`config.mk`:
```
export PLATFORM = sky130hd
export DESIGN_NAME = mem_access_sequencer
export DESIGN_NICKNAME = d
export VERILOG_FILES = /design/src/rtl/mem_access_sequencer.sv
export SDC_FILE = /design/constraint.sdc
export NUM_CORES = 1
export LEC_CHECK = 0
export BUFFER_PORTS_ARGS = -buffer_cell sky130_fd_sc_hd__buf_2
export CAP_MARGIN = 5
export CELL_PAD_IN_SITES_DETAIL_PLACEMENT = 1
export CELL_PAD_IN_SITES_GLOBAL_PLACEMENT = 1
export CORE_MARGIN = 5
export CORE_UTILIZATION = 38
export DETAILED_ROUTE_END_ITERATION = 12
export PLACE_DENSITY_LB_ADDON = 0.1
export SYNTH_ARGS = -nofsm -noshare
export SYNTH_HDL_FRONTEND = slang
export SYNTH_SLANG_ARGS = --single-unit
```
`constraint.sdc`:
```
create_clock -name i_clk -period 2.2 [get_ports i_clk]
set_input_delay 0.11 -clock i_clk [delete_from_list [all_inputs] [get_ports i_clk]]
set_output_delay 0.11 -clock i_clk [all_outputs]
set_load 0.03 [all_outputs]
```
`src/rtl/mem_access_sequencer.sv`:
```
`default_nettype none
`timescale 1ns/1ps
// ============================================================================
// Module   : mem_access_sequencer
// Purpose  : Sequences one 1..MAX_BYTES byte read or write burst against a
//            synchronous RAM with RD_LATENCY read latency. Read bytes are
//            assembled little-endian and reported with a one-cycle pulse.
// Revision : 1.0 - initial release
// ----------------------------------------------------------------------------
// Ports
//   i_clk            system clock, everything on posedge
//   i_reset          synchronous, active-high reset
//   i_req_valid      request present
//   o_req_ready      idle and able to accept a request
//   i_req_write      1 = write burst, 0 = read burst
//   i_req_len        byte count 0..MAX_BYTES (larger values are clamped)
//   i_req_addr       first byte address
//   i_req_page_wrap  1 = address increments wrap inside the low 8 bits
//   i_req_wdata      write bytes, byte 0 in the LSBs
//   o_rsp_valid      one-cycle completion pulse
//   o_rsp_rdata      read bytes, byte i at [i*DATA_W +: DATA_W]
//   o_mem_address    RAM address
//   o_mem_rden       RAM read enable
//   o_mem_wren       RAM write enable
//   o_mem_wdata      RAM write data
//   i_mem_q          RAM read data
// ============================================================================
module mem_access_sequencer #(
   parameter int ADDR_W     = 16,
   parameter int DATA_W     = 8,
   parameter int MAX_BYTES  = 3,
   parameter int RD_LATENCY = 2
) (
   input  logic                          i_clk,
   input  logic                          i_reset,
   input  logic                          i_req_valid,
   output logic                          o_req_ready,
   input  logic                          i_req_write,
   input  logic [1:0]                    i_req_len,
   input  logic [ADDR_W-1:0]             i_req_addr,
   input  logic                          i_req_page_wrap,
   input  logic [MAX_BYTES*DATA_W-1:0]   i_req_wdata,
   output logic                          o_rsp_valid,
   output logic [MAX_BYTES*DATA_W-1:0]   o_rsp_rdata,
   output logic [ADDR_W-1:0]             o_mem_address,
   output logic                          o_mem_rden,
   output logic                          o_mem_wren,
   output logic [DATA_W-1:0]             o_mem_wdata,
   input  logic [DATA_W-1:0]             i_mem_q
);

   // RD_WAIT lasts RD_LATENCY-1 cycles; the counter runs 0..RD_LATENCY-2.
   localparam int                 c_WAIT_W    = (RD_LATENCY > 2) ? $clog2(RD_LATENCY - 1) : 1;
   localparam logic [c_WAIT_W-1:0] c_WAIT_LAST = c_WAIT_W'((RD_LATENCY >= 2) ? (RD_LATENCY - 2) : 0);
   localparam logic [1:0]         c_MAX_LEN   = 2'(MAX_BYTES);

   typedef enum logic [2:0] {
      S_IDLE       = 3'd0,
      S_RD_ADDR    = 3'd1,
      S_RD_WAIT    = 3'd2,
      S_RD_CAPTURE = 3'd3,
      S_WR         = 3'd4,
      S_DONE       = 3'd5
   } state_t;

   state_t                        r_state;
   logic                          r_req_ready;
   logic                          r_rsp_valid;
   logic [MAX_BYTES*DATA_W-1:0]   r_rsp_rdata;
   logic [ADDR_W-1:0]             r_mem_address;   // doubles as the current byte address
   logic                          r_mem_rden;
   logic                          r_mem_wren;
   logic [DATA_W-1:0]             r_mem_wdata;
   logic [1:0]                    r_len;
   logic [1:0]                    r_idx;
   logic                          r_page_wrap;
   logic [MAX_BYTES*DATA_W-1:0]   r_wdata;
   logic [c_WAIT_W-1:0]           r_wait;

   logic [1:0]                    w_len;
   logic [1:0]                    w_idx_next;
   logic [ADDR_W-1:0]             w_addr_next;
   logic [DATA_W-1:0]             w_wbyte_next;

   assign w_len      = (i_req_len > c_MAX_LEN) ? c_MAX_LEN : i_req_len;
   assign w_idx_next = r_idx + 2'd1;

   // Page-wrap mode keeps the high address bits and rolls only the low byte.
   assign w_addr_next = r_page_wrap ? {r_mem_address[ADDR_W-1:8], r_mem_address[7:0] + 8'd1}
                                    : r_mem_address + ADDR_W'(1);

   always_comb begin
      w_wbyte_next = '0;
      for (int b = 0; b < MAX_BYTES; b++) begin
         if (w_idx_next == 2'(b)) begin
            w_wbyte_next = r_wdata[b*DATA_W +: DATA_W];
         end
      end
   end

   always_ff @(posedge i_clk) begin
      if (i_reset) begin
         r_state       <= S_IDLE;
         r_req_ready   <= 1'b1;
         r_rsp_valid   <= 1'b0;
         r_rsp_rdata   <= '0;
         r_mem_address <= '0;
         r_mem_rden    <= 1'b0;
         r_mem_wren    <= 1'b0;
         r_mem_wdata   <= '0;
         r_len         <= '0;
         r_idx         <= '0;
         r_page_wrap   <= 1'b0;
         r_wdata       <= '0;
         r_wait        <= '0;
      end else begin
         case (r_state)
            S_IDLE: begin
               if (i_req_valid) begin
                  r_len       <= w_len;
                  r_idx       <= '0;
                  r_page_wrap <= i_req_page_wrap;
                  r_wdata     <= i_req_wdata;
                  r_rsp_rdata <= '0;
                  r_wait      <= '0;
                  r_req_ready <= 1'b0;
                  if (w_len == 2'd0) begin
                     r_state     <= S_DONE;
                     r_rsp_valid <= 1'b1;
                  end else if (i_req_write) begin
                     r_state       <= S_WR;
                     r_mem_wren    <= 1'b1;
                     r_mem_address <= i_req_addr;
                     r_mem_wdata   <= i_req_wdata[DATA_W-1:0];
                  end else begin
                     r_state       <= S_RD_ADDR;
                     r_mem_rden    <= 1'b1;
                     r_mem_address <= i_req_addr;
                  end
               end
            end

            S_RD_ADDR: begin
               if (RD_LATENCY == 1) begin
                  r_state    <= S_RD_CAPTURE;
                  r_mem_rden <= 1'b0;
               end else begin
                  r_state <= S_RD_WAIT;
                  r_wait  <= '0;
               end
            end

            S_RD_WAIT: begin
               if (r_wait == c_WAIT_LAST) begin
                  r_state    <= S_RD_CAPTURE;
                  r_mem_rden <= 1'b0;
               end else begin
                  r_wait <= r_wait + c_WAIT_W'(1);
               end
            end

            S_RD_CAPTURE: begin
               for (int b = 0; b < MAX_BYTES; b++) begin
                  if (r_idx == 2'(b)) begin
                     r_rsp_rdata[b*DATA_W +: DATA_W] <= i_mem_q;
                  end
               end
               r_idx <= w_idx_next;
               if (w_idx_next == r_len) begin
                  r_state       <= S_DONE;
                  r_rsp_valid   <= 1'b1;
                  r_mem_address <= '0;
               end else begin
                  r_state       <= S_RD_ADDR;
                  r_mem_rden    <= 1'b1;
                  r_mem_address <= w_addr_next;
               end
            end

            S_WR: begin
               if (w_idx_next == r_len) begin
                  r_state       <= S_DONE;
                  r_rsp_valid   <= 1'b1;
                  r_mem_wren    <= 1'b0;
                  r_mem_address <= '0;
                  r_mem_wdata   <= '0;
               end else begin
                  r_idx         <= w_idx_next;
                  r_mem_address <= w_addr_next;
                  r_mem_wdata   <= w_wbyte_next;
               end
            end

            S_DONE: begin
               r_state     <= S_IDLE;
               r_rsp_valid <= 1'b0;
               r_req_ready <= 1'b1;
            end

            default: begin
               r_state       <= S_IDLE;
               r_req_ready   <= 1'b1;
               r_rsp_valid   <= 1'b0;
               r_mem_rden    <= 1'b0;
               r_mem_wren    <= 1'b0;
               r_mem_address <= '0;
               r_mem_wdata   <= '0;
            end
         endcase
      end
   end

   assign o_req_ready   = r_req_ready;
   assign o_rsp_valid   = r_rsp_valid;
   assign o_rsp_rdata   = r_rsp_rdata;
   assign o_mem_address = r_mem_address;
   assign o_mem_rden    = r_mem_rden;
   assign o_mem_wren    = r_mem_wren;
   assign o_mem_wdata   = r_mem_wdata;

endmodule
`default_nettype wire

```
**After elaboration in Yosys (flattened, before gate mapping)**

Cells that the tools add are included.

- Magnitude comparators: 1
- Equality and inequality tests: 24
- Multiplexer cells: 48
- Bitwise logic cells: 5
- Reductions and logical operators: 27
- $add $sub $neg: 4

Operator list:

| operator | count |
|---|---|
| 8-bit 2-to-1 mux | 10 |
| 16-bit 2-to-1 mux | 4 |
| 16-bit case mux with 3 select lines | 1 |
| 24-bit case mux with 2 select lines | 1 |
| 24-bit 2-to-1 mux | 1 |
| 2-bit inequality test, second input constant | 12 |
| 8-bit case mux with 3 select lines | 1 |
| 3-bit 2-to-1 mux | 6 |
| 3-bit AND reduction | 6 |
| 16-bit by 1-bit adder with 16-bit output, second input constant | 1 |
| 3-bit case mux with 5 select lines | 1 |
| 1-bit 2-to-1 mux | 14 |
| 4-bit AND reduction | 3 |
| 1-bit case mux with 3 select lines | 3 |
| 8-bit by 1-bit adder with 8-bit output, second input constant | 1 |
| 4-bit OR reduction | 2 |
| 3-bit by 2-bit == test with 1-bit output, second input constant | 2 |
| 3-bit == test, second input constant | 2 |
| 2-bit logical NOT | 3 |
| 2-bit 2-to-1 mux | 3 |
| 2-bit case mux with 3 select lines | 1 |
| 2-bit AND reduction | 3 |
| 6-bit AND reduction | 1 |
| 3-bit nonzero test | 2 |
| other kinds (17) | 25 |

- Output and inout port bits: 52
- Register bits after elaboration: 85
- Input port bits: 55
- Logic and storage cells: 125

**Logic depth before layout (Yosys ltp)**

Gate-level depths: netlist of run 1.

- Depth in word-level cells: 7
- Mapped depth: 8
- Depth with buffers taken out: 7

**Least setup slack after synthesis of run 1**

OpenSTA, ideal clock, no wires.

- Path kind: register to register
- From: reg r_idx[0]
- To: reg r_mem_address[7], in the netlist o_mem_address[7]
- Arrival time: 1,854 ps
- Slack: 271 ps
- Buffers on the path: 0
- Setup time: 74 ps
- Period minus slack after synthesis: 1,929 ps
- Cell stages (with the launch flop): 7
- Path through: dfxtp_1 > inv_1 > ha_1 > xor2_1 > o22ai_2 > or4_1 > a31oi_1

- Word-level cells in the longest chain between the ends: 4

RTL lines:

| element | RTL line | source |
|---|---|---|
| start: declaration | 75 | `logic [1:0] r_idx;` |
| start signal: assignment | 168 | `r_idx <= w_idx_next;` |
| start signal: assignment | 188 | `r_idx <= w_idx_next;` |
| 2-bit by 1-bit adder with 2-bit output | 86 | `assign w_idx_next = r_idx + 2'd1;` |
| 2-bit == test | 169, 181 |  |
| 16-bit 2-to-1 mux | 169, 181 |  |
| 16-bit case mux with 3 select lines | 117 | `case (r_state)` |
| end signal: assignment | 133 | `r_mem_address <= i_req_addr;` |
| end signal: assignment | 176 | `r_mem_address <= w_addr_next;` |
| end signal: assignment | 189 | `r_mem_address <= w_addr_next;` |
| end: declaration | 70 | `logic [ADDR_W-1:0] r_mem_address;` |

No other way between the ends.
A chain may end at the register's enable or synchronous reset.

**Final worst setup path of run 1**

- From: reg r_state[1]
- To: reg r_mem_address[8], in the netlist o_mem_address[8]

- Word-level cells in the longest chain between the ends: 4
- Elaborated cells between the ends (all ways): 14
- Those cells by class: eq/ne (8); mux (1); bitwise (1); reduce/logical (4)

RTL lines:

| element | RTL line | source |
|---|---|---|
| start: declaration | 66 | `state_t r_state;` |
| start signal: assignment | 103 | `r_state <= S_IDLE;` |
| start signal: assignment | 128 | `r_state <= S_DONE;` |
| start signal: assignment | 131 | `r_state <= S_WR;` |
| 3-bit == test (tied with other cells) | 117 |  |
| 2-bit OR reduction (no line) / 3-bit OR reduction (equally long branches) | -- |  |
| 3-bit by 2-bit inequality test with 1-bit output (no line) / 1-bit inverter (equally long branches) | -- |  |
| 4-bit AND reduction (no line) | -- |  |
| end signal: assignment | 133 |  |
| end signal: assignment | 138 | `r_mem_address <= i_req_addr;` |
| end signal: assignment | 176 |  |

Parallel ways exist; a longest one is shown, timed or not.

==> results of run 1 <==
-- worst max path at each step --
stage / from / endpoint / slack [ns] / cells past startpoint
3_5_place_dp: r_idx[1] / o_mem_address[14] / 0.13 / 8
4_1_cts: r_idx[1] / o_mem_address[14] / 0.09 / 8
3_3_place_gp: r_idx[1] / o_mem_address[15] / 0.23 / 8
5_1_grt: r_state[1] / o_mem_address[8] / 0.0003 / 6
6_report: r_state[1] / o_mem_address[8] / 0.10 / 6
2_1_floorplan: r_idx[0] / o_mem_address[7] / 0.27 / 6
-- per-layer routing --
metal	GRT usage	wire length, um	part of all wire	vias up
li1	-	-	-	2019
met1	0.281	6010	0.46	1978
met2	0.346	6110	0.47	99
met3	0.0435	672	0.052	16
met4	0.0592	182	0.014	0
met5	0	0	0	-
-- power by group through the flow --
stage	registers [uW]	clock network [uW]	logic [uW]
after detailed placement	1920	0	1560
final	1890	1290	1610
after global routing	1920	1390	1770
after CTS	1890	1320	1600
after floorplan	2050	0	900
after global placement	1910	0	1530
-- final cells by class --
cell class              instances  area (um2)  area share
multi-input cells             375        2060       0.402
flip-flops and latches         84        1680       0.329
repair buffers                150         938       0.184
well taps                     136         170      0.0333
clock buffers                  11         151      0.0296
clock inverters                 5        82.6      0.0162
inverters                       7        26.3     0.00514
-- cells in the mapped netlist (6+ instances only) --
cell,count,area (um2)
a21oi_1,79,395
nor3_1,6,30.0
buf_2,14,70.1
nand2_1,118,443
ha_1,6,75.1
nand3_1,33,165
clkbuf_1,13,48.8
o21ai_0,17,85.1
inv_1,7,26.3
nor2_1,19,71.3
and3b_1,9,78.8
o21ai_1,10,50.1
dfxtp_1,84,1680
o2bb2ai_1,8,70.1
a22oi_1,13,97.6
-- state kept, by name, indices dropped and copies added (netlist names), 2 cells and up --
register,cells
r_wdata,24
r_state,3
o_rsp_rdata,24
o_mem_wdata,8
r_len,2
r_idx,2
o_mem_address,16
-- cell families (layout without fill, tap and decap cells) --
| kind of cell | Yosys count | in the layout | share of synthesized area |
|---|---|---|---|
| AO/OA/AOI/OAI | 156 | 156 | 0.241 |
| XOR/XNOR | 7 | 7 | 0.0157 |
| adder cells (fa/ha/maj) | 6 | 6 | 0.0192 |
| buffers and inverters | 38 | 173 | 0.0458 |
| flip-flops | 84 | 84 | 0.431 |
| AND/OR/NAND/NOR | 206 | 206 | 0.247 |
-- metrics by stage --
stage | hold slack (ns) | area (um2)
6_report | 0.00588 | 5110
5_1_grt | 0.0161 | 5110
4_1_cts | 0.000444 | 5090
3_5_place_dp | 0.324 | 4600
3_3_place_gp | 0.325 | 4600
2_1_floorplan | 0.219 | 3900
-- worst reg2reg max path, stage by stage (launching register included) --
cell	delay (ns)
dfxtp_1	0.57
and3b_1	0.31
buf_4	0.35
nor2_1	0.12
o21ai_1	0.34
nand2_1	0.13
o22ai_1	0.21
-- timing repair --
action | CTS | global route
gates resized for setup | 0 | 2
endpoints found under the setup margin | 0 | 3
hold endpoints to repair | 26 | 0
hold buffers | 26 | 0
==> results.sh, run 1 <==
export IMPL_yosysWarnings=0
export IMPL_cts_setup_buffers=0
export IMPL_fin_tns_setup_ns=0
export IMPL_power_total_uw=4800
export IMPL_async_flop_share=0
export IMPL_cts_root_buf="clkbuf_8"
export IMPL_drt_antenna_violating_nets=0
export IMPL_grt_pass1_wl_um=21600
export IMPL_cts_max_path_buffers=2
export IMPL_critical_path_max_stage_delay_ns=0.57
export IMPL_worst_r2r_cell_count=6
export IMPL_cap_violations=0
export IMPL_power_leakage_uw=0.00212
export IMPL_ios=107
export IMPL_via_per_inst=5.35
export IMPL_grt_max_degree=33
export IMPL_power_density_nw_per_um2=940
export IMPL_regToRegEndpoint="o_mem_address[8]"
export IMPL_ir_drop_uv=431
export IMPL_row_count=37
export IMPL_crit_buf_inv=1
export IMPL_grt_pass1_vias=4210
export IMPL_htree_num_levels=3
export IMPL_period_minus_slack_ns=2.10
export IMPL_synthDistinctLibCells=53
export IMPL_area_delta_synth_final_pct=30.8
export IMPL_p_sw_frac=0.379
export IMPL_r2r_start="r_state[1]"
export IMPL_grt_use_total=0.210
export IMPL_netlist_instances=497
export IMPL_fp_dieH_um=111
export IMPL_antenna_found_initial=0
export IMPL_grt_ovfl_total=0
export IMPL_status="complete, no violations"
export IMPL_comb_power_share=0.336
export IMPL_vias=4112
export IMPL_p_int_uw=2980
export IMPL_power_frac_seq=0.394
export IMPL_insertion_delay_ns=0.36
export IMPL_p_switching_uw=1820
export IMPL_portBuffers=106
export IMPL_diodes=0
export IMPL_routed_wl_um=13000
export IMPL_cts_buffers=9
export IMPL_worst_slew_pin_slew_ns=0.766
export IMPL_placedCellCount=726
export IMPL_criticalPathCategory="flop to flop"
export IMPL_clk_pin_slew_ns=0.09
export IMPL_place_hpwl_um=9040
export IMPL_setup_viol=0
export IMPL_wl_per_cell_um=16.9
export IMPL_min_period_over_period=0.954
export IMPL_final_util=0.501
export IMPL_layout_setup_ws_ns=0.100
export IMPL_min_to="r_wdata[17]"
export IMPL_path_cells="and3b_1 > buf_4 > nor2_1 > o21ai_1 > nand2_1 > o22ai_1"
export IMPL_mostFrequentLayoutCell="nand2_1"
export IMPL_cp_start_kind="flop"
export IMPL_drive_gt1_frac=0.236
export IMPL_critical_path_top_delay_family="flip-flops"
export IMPL_die_area_um2=12400
export IMPL_crit_slowest_cell="dfxtp_1"
export IMPL_reg2reg_slack_ns=0.10
export IMPL_drt_iter0_markers=156
export IMPL_die_width_um=111
export IMPL_core_um2=10200
export IMPL_synth_flop_cell="dfxtp_1"
export IMPL_fill_cells=1297
export IMPL_hp_start="i_req_wdata[17]"
export IMPL_dpl_worst_slack_ns=0.130
export IMPL_synth_area_um2=3900
export IMPL_synth_fp_nets=558
export IMPL_slew_headroom=0.489
export IMPL_end_kind="flop"
export IMPL_rsz0062_at_grt="false"
export IMPL_crit_path_max_fanout=32
export IMPL_finalHoldViolCount=0
export IMPL_whs_path_depth=3
export IMPL_nets=688
export IMPL_gp_congestion=0.849
export IMPL_start_util=0.383
export IMPL_max_freq_mhz=476
export IMPL_syn_area_per_cell_um2=7.85
export IMPL_clock_power_share=0.270
export IMPL_fin_skew_ns=0.0121
export IMPL_final_cells=768
export IMPL_cts_tree="built"
export IMPL_arrival_ns=2.38
export IMPL_yosysSeqAreaShare=0.431
export IMPL_final_max_slew_viol_count=0
export IMPL_synth_seq_cells=84
export IMPL_layout_common_cells="nand2_1 (118), buf_2 (106), dfxtp_1 (83)"
export IMPL_dr_pass1_iters=4
export IMPL_required_ns=2.48
export IMPL_clock_sinks=84
export IMPL_synth_edf_count=0
export IMPL_drc=0
export IMPL_hp_class="input pin to flop"
Note: power is estimated with default switching activity, not from simulation.
==> inputs of run 2 (changes only) <==
--- a/config.mk
+++ b/config.mk
@@ -9,10 +9,12 @@
 export CAP_MARGIN = 5
 export CELL_PAD_IN_SITES_DETAIL_PLACEMENT = 1
 export CELL_PAD_IN_SITES_GLOBAL_PLACEMENT = 1
-export CORE_MARGIN = 5
+export CORE_MARGIN = 1.5
 export CORE_UTILIZATION = 38
 export DETAILED_ROUTE_END_ITERATION = 12
+export HOLD_SLACK_MARGIN = 0.06
 export PLACE_DENSITY_LB_ADDON = 0.1
 export SYNTH_ARGS = -nofsm -noshare
 export SYNTH_HDL_FRONTEND = slang
 export SYNTH_SLANG_ARGS = --single-unit
+export TNS_END_PERCENT = 50
==> run 2 against run 1 <==
  * Via count increased by 0.95%
  * Fmax up 4.5%
  * Core utilization up 2.9 points
  * Critical path depth is 1 higher
  * Register-to-register slack improved by 0.09 ns
  * Global-route usage grew 3.4 points
  * Clock skew shrank 0.0015 ns
  * Critical path type unchanged
==> results.sh, run 2 (synthesis results as in run 1) <==
export IMPL_status="complete, no violations"
export IMPL_cts_tree="built"
export IMPL_place_hpwl_um=8680
export IMPL_period_minus_slack_ns=2.01
export IMPL_dr_pass1_iters=4
export IMPL_ios=107
export IMPL_cap_violations=0
export IMPL_met1Wirelength_um=6070
export IMPL_fp_dieH_um=104
export IMPL_setup_viol=0
export IMPL_routed_wl_um=13200
export IMPL_gp_congestion=0.850
export IMPL_antenna_found_initial=0
export IMPL_route_met2_wl_um=6470
export IMPL_cp_start_kind="flop"
export IMPL_power_density_nw_per_um2=881
export IMPL_core_um2=9860
export IMPL_insertion_delay_ns=0.36
export IMPL_clock_sinks=84
export IMPL_wl_met3_um=441
export IMPL_max_freq_mhz=498
export IMPL_grt_pass1_vias=4241
export IMPL_p_switching_uw=1810
export IMPL_cts_setup_buffers=0
export IMPL_rsz0062_at_grt="false"
export IMPL_fin_tns_setup_ns=0
export IMPL_maxUsedRoutingLayer="met4"
export IMPL_die_width_um=104
export IMPL_postPlaceCellArea_um2=4570
export IMPL_via_per_inst=5.30
export IMPL_arrival_ns=2.27
export IMPL_crit_path_max_fanout=10
export IMPL_seq_area_um2=1680
export IMPL_min_period_over_period=0.913
export IMPL_comb_power_share=0.352
export IMPL_row_count=36
export IMPL_layout_common_cells="nand2_1 (118), buf_2 (106), dfxtp_1 (84)"
export IMPL_fin_skew_ns=0.0106
export IMPL_clk_pin_slew_ns=0.08
export IMPL_area_delta_synth_final_pct=34.0
export IMPL_grt_use_total=0.245
export IMPL_mostFrequentLayoutCell="nand2_1"
export IMPL_power_frac_seq=0.406
export IMPL_drt_iter0_markers=168
export IMPL_grt_max_degree=46
export IMPL_slew_headroom=0.462
export IMPL_final_max_slew_viol_count=0
export IMPL_drc=0
export IMPL_portBuffers=106
export IMPL_criticalPathCategory="flop to flop"
export IMPL_multi_input_area_um2=2050
export IMPL_fill_cells=1272
export IMPL_finish_instance_area_um2=5230
export IMPL_grt_ovfl_total=0
export IMPL_cts_buffers=9
export IMPL_wl_per_cell_um=16.8
export IMPL_drive_gt1_frac=0.226
export IMPL_cts_max_path_buffers=2
export IMPL_vias=4151
export IMPL_hp_class="input pin to flop"
export IMPL_required_ns=2.46
export IMPL_grt_pass1_wl_um=21500
export IMPL_p_sw_frac=0.394
export IMPL_diodes=0
export IMPL_drt_antenna_violating_nets=0
export IMPL_start_util=0.396
export IMPL_die_area_um2=10900
export IMPL_nets=706
export IMPL_cts_root_buf="clkbuf_8"
export IMPL_ir_drop_uv=415
export IMPL_p_int_uw=2790
export IMPL_clock_power_share=0.241
export IMPL_power_leakage_uw=0.00215
export IMPL_finalHoldViolCount=0
export IMPL_worst_slew_pin_slew_ns=0.807
export IMPL_htree_num_levels=3
export IMPL_end_kind="flop"
run 2: metal layers:
layer  global-route usage  vias to the layer above
met1                0.312                     2001
met4               0.0813                        0
met5                    0                        -
li1                     -                     2048
met2                0.421                       87
met3               0.0351                       15
run 2: power by group through the flow:
stage | Clock, uW | Combinational, uW | Sequential, uW
finish | 1110 | 1620 | 1870
global route | 1190 | 1780 | 1900
CTS | 1130 | 1620 | 1870
detailed placement | 0 | 1550 | 1900
global placement | 0 | 1510 | 1890
floorplan | 0 | 900 | 2050
run 2: what timing repair did:
action                                  4_1_cts  5_1_grt
hold buffers                                 46        0
endpoints found under the hold margin        60        0
endpoints found under the setup margin        0        4
resized for setup                             0        2
run 2: final cells by class:
type	instances	area share
multi-input combinational	375	0.392
sequential	84	0.322
timing repair buffer	168	0.212
tap	133	0.0318
clock buffer	10	0.0244
clock inverter	6	0.0124
inverter	7	0.00502
run 2: worst max-delay path: stages, from the launching register on:
cell and delay (ns):
dfxtp_1 0.39, inv_1 0.10, ha_1 0.36, xor2_2 0.22, o221ai_1 0.21, buf_4 0.21, nand2b_1 0.18, o311ai_1 0.25
run 2: final timing paths:
| path | from | end | slack [ns] | cells after the start |
|---|---|---|---|---|
| worst min-delay path | i_req_addr[4] | o_mem_address[4] | 0.10 | 5 |
| worst min register to register | o_rsp_rdata[19] | o_rsp_rdata[19] | 0.45 | 2 |
| worst max-delay path | r_idx[1] | o_mem_address[11] | 0.19 | 7 |
| worst max register to register | r_idx[1] | o_mem_address[11] | 0.19 | 7 |
run 2: through the flow:
| step | worst slack, ns | total power [uW] | util | instances | hold slack [ns] |
|---|---|---|---|---|---|
| 5_1_grt | 0.0334 | 4870 | 0.530 | 783 | 0.142 |
| 2_1_floorplan | 0.271 | 2950 | - | 497 | 0.219 |
| 3_3_place_gp | 0.228 | 3400 | 0.463 | 721 | 0.325 |
| 6_report | 0.190 | 4610 | 0.530 | 783 | 0.102 |
| 4_1_cts | 0.0789 | 4620 | 0.529 | 783 | 0.101 |
| 3_5_place_dp | 0.135 | 3450 | 0.463 | 721 | 0.325 |
==> inputs of run 3 (changes only) <==
--- a/config.mk
+++ b/config.mk
@@ -14,6 +14,7 @@
 export DETAILED_ROUTE_END_ITERATION = 12
 export HOLD_SLACK_MARGIN = 0.06
 export PLACE_DENSITY_LB_ADDON = 0.1
+export SETUP_SLACK_MARGIN = 0.5
 export SYNTH_ARGS = -nofsm -noshare
 export SYNTH_HDL_FRONTEND = slang
 export SYNTH_SLANG_ARGS = --single-unit
==> run 3 against run 2 <==
  * Setup slack better by 0.12 ns
  * Register-to-register slack better by 0.12 ns
  * Die area unchanged
  * Non-clock buffer count is 24 higher
  * Clock power is 13% higher
  * Sequential power up 3%
  * Global-route usage increased by 0.99 points
  * Sequential share of layout area decreased by 3.1 points
  * Fmax up 6.6%
  * Core utilization increased by 6.5 points
  * Hold slack worse by 0.015 ns
  * Power up 15%
==> results.sh, run 3 (synthesis results as in run 1) <==
export IMPL_vias=4435
export IMPL_hp_class="input pin to flop"
export IMPL_period_minus_slack_ns=1.89
export IMPL_rsz0062_at_grt="true"
export IMPL_dr_pass1_iters=4
export IMPL_clk_pin_slew_ns=0.09
export IMPL_holdWs_ns=0.0872
export IMPL_diodes=0
export IMPL_start_util=0.396
export IMPL_drt_iter0_markers=146
export IMPL_finalHoldViolCount=0
export IMPL_power_leakage_uw=0.00239
export IMPL_fp_dieH_um=104
export IMPL_worst_slew_pin_slew_ns=0.548
export IMPL_drt_antenna_violating_nets=0
export IMPL_htree_num_levels=3
export IMPL_power_frac_seq=0.363
export IMPL_grt_pass1_wl_um=22400
export IMPL_fin_skew_ns=0.0105
export IMPL_ir_drop_uv=411
export IMPL_place_hpwl_um=8590
export IMPL_wl_per_cell_um=19.1
export IMPL_grt_ovfl_total=0
export IMPL_fin_tns_setup_ns=0
export IMPL_routed_wl_um=15400
export IMPL_cts_root_buf="clkbuf_8"
export IMPL_core_um2=9860
export IMPL_insertion_delay_ns=0.36
export IMPL_final_max_slew_viol_count=0
export IMPL_path_cells="inv_4 > ha_4 > xor2_4 > o22ai_4 > buf_6 > o2bb2ai_4 > buf_6 > a31oi_1 > o22ai_1"
export IMPL_p_int_uw=3200
export IMPL_die_area_um2=10900
export IMPL_comb_power_share=0.400
export IMPL_end_kind="flop"
export IMPL_max_freq_mhz=530
export IMPL_grt_use_total=0.255
export IMPL_critical_path_max_stage_delay_ns=0.38
export IMPL_ios=107
export IMPL_cap_violations=0
export IMPL_grt_pass1_vias=4411
export IMPL_setup_viol=0
export IMPL_min_period_over_period=0.857
export IMPL_gp_congestion=0.877
export IMPL_layout_common_cells="nand2_1 (115), buf_2 (107), dfxtp_1 (73)"
export IMPL_antenna_found_initial=0
export IMPL_area_delta_synth_final_pct=50.5
export IMPL_crit_slowest_cell="dfxtp_4"
export IMPL_status="complete, no violations"
export IMPL_path_common_cell="buf_6"
export IMPL_grt_max_degree=33
export IMPL_criticalPathCategory="flop to flop"
export IMPL_clock_sinks=84
export IMPL_cts_max_path_buffers=2
export IMPL_p_switching_uw=2080
export IMPL_drive_gt1_frac=0.339
export IMPL_cp_start_kind="flop"
export IMPL_via_per_inst=5.50
export IMPL_row_count=36
export IMPL_mostFrequentLayoutCell="nand2_1"
export IMPL_arrival_ns=2.13
export IMPL_power_density_nw_per_um2=898
export IMPL_nets=730
export IMPL_clock_power_share=0.236
export IMPL_cts_tree="built"
export IMPL_portBuffers=106
export IMPL_power_total_uw=5280
export IMPL_drc=0
export IMPL_slew_headroom=0.634
export IMPL_p_sw_frac=0.393
export IMPL_die_width_um=104
export IMPL_required_ns=2.44
export IMPL_crit_path_max_fanout=7
export IMPL_cts_buffers=9
-- run 3: cell types whose count changed in the layout (fill, tap and decap cells not counted), moves of 4 or more --
cell     previous run  this run
dfxtp_1            84        73
o21ai_0            17        11
o21ai_2             0        12
buf_4              16        27
buf_6               0         6
a21oi_1            79        71
buf_12              0         6
o21ai_1            10         3
dfxtp_2             0         7
a21oi_2             0         6
dfxtp_4             0         4
-- run 3: layer usage --
layer  share of wire  GRT usage  wire [um]
met4           0.021     0.0903        325
met1            0.44      0.326       6740
met5               0          0          0
met3           0.047     0.0414        716
met2            0.49      0.431       7580
-- run 3: cell type report --
| class | instances | area, um2 |
|---|---|---|
| fillers | 1212 | 3990 |
| multi-input cells | 375 | 2340 |
| flip-flops and latches | 84 | 1710 |
| repair buffers | 192 | 1420 |
| well taps | 133 | 166 |
| clock buffers | 9 | 124 |
| clock inverters | 6 | 90.1 |
| inverters | 7 | 35.0 |
-- run 3: power groups by stage --
stage | logic, uW | clock network (uW) | registers (uW)
after detailed placement | 1560 | 0 | 1920
after global routing | 2260 | 1330 | 1940
after floorplan | 910 | 0 | 2050
after CTS | 1790 | 1250 | 1900
final | 2110 | 1250 | 1920
after global placement | 1520 | 0 | 1910
-- run 3: worst max-delay path: cells and delay by family, from the launching register on --
family	cells	cell delay, ns
DFF	1	0.38
adders and majority gates	1	0.26
AOI/OAI and AO/OA	4	0.55
buffers and inverters	3	0.37
xor gates and xnor gates	1	0.21
-- run 3: timing repair --
item | in CTS | in global routing
gates cloned | 0 | 3
endpoints found under the setup margin | 74 | 60
hold buffers | 44 | 0
pin swaps | 15 | 27
resized for setup | 35 | 48
hold endpoints to repair | 60 | 0
buffers inserted | 9 | 13
-- run 3: path summary, 6_finish.rpt --
path / from / end / slack (ns) / depth (start not counted)
worst max register to register: r_idx[0] / o_mem_address[8] / 0.31 / 9
worst min-delay path: i_req_len[1] / r_len[1] / 0.09 / 3
worst min register to register: o_rsp_rdata[15] / o_rsp_rdata[15] / 0.46 / 2
worst max-delay path: r_idx[0] / o_mem_address[8] / 0.31 / 9
-- run 3: through the flow --
step / instances / instance area [um2] / utilization / worst slack [ns]
CTS: 790 / 5530 / 0.560 / 0.412
floorplan: 497 / 3940 / - / 0.479
detailed placement: 722 / 4620 / 0.468 / 0.197
global route: 806 / 5880 / 0.596 / 0.181
global placement: 722 / 4620 / 0.468 / 0.240
finish: 806 / 5880 / 0.596 / 0.315
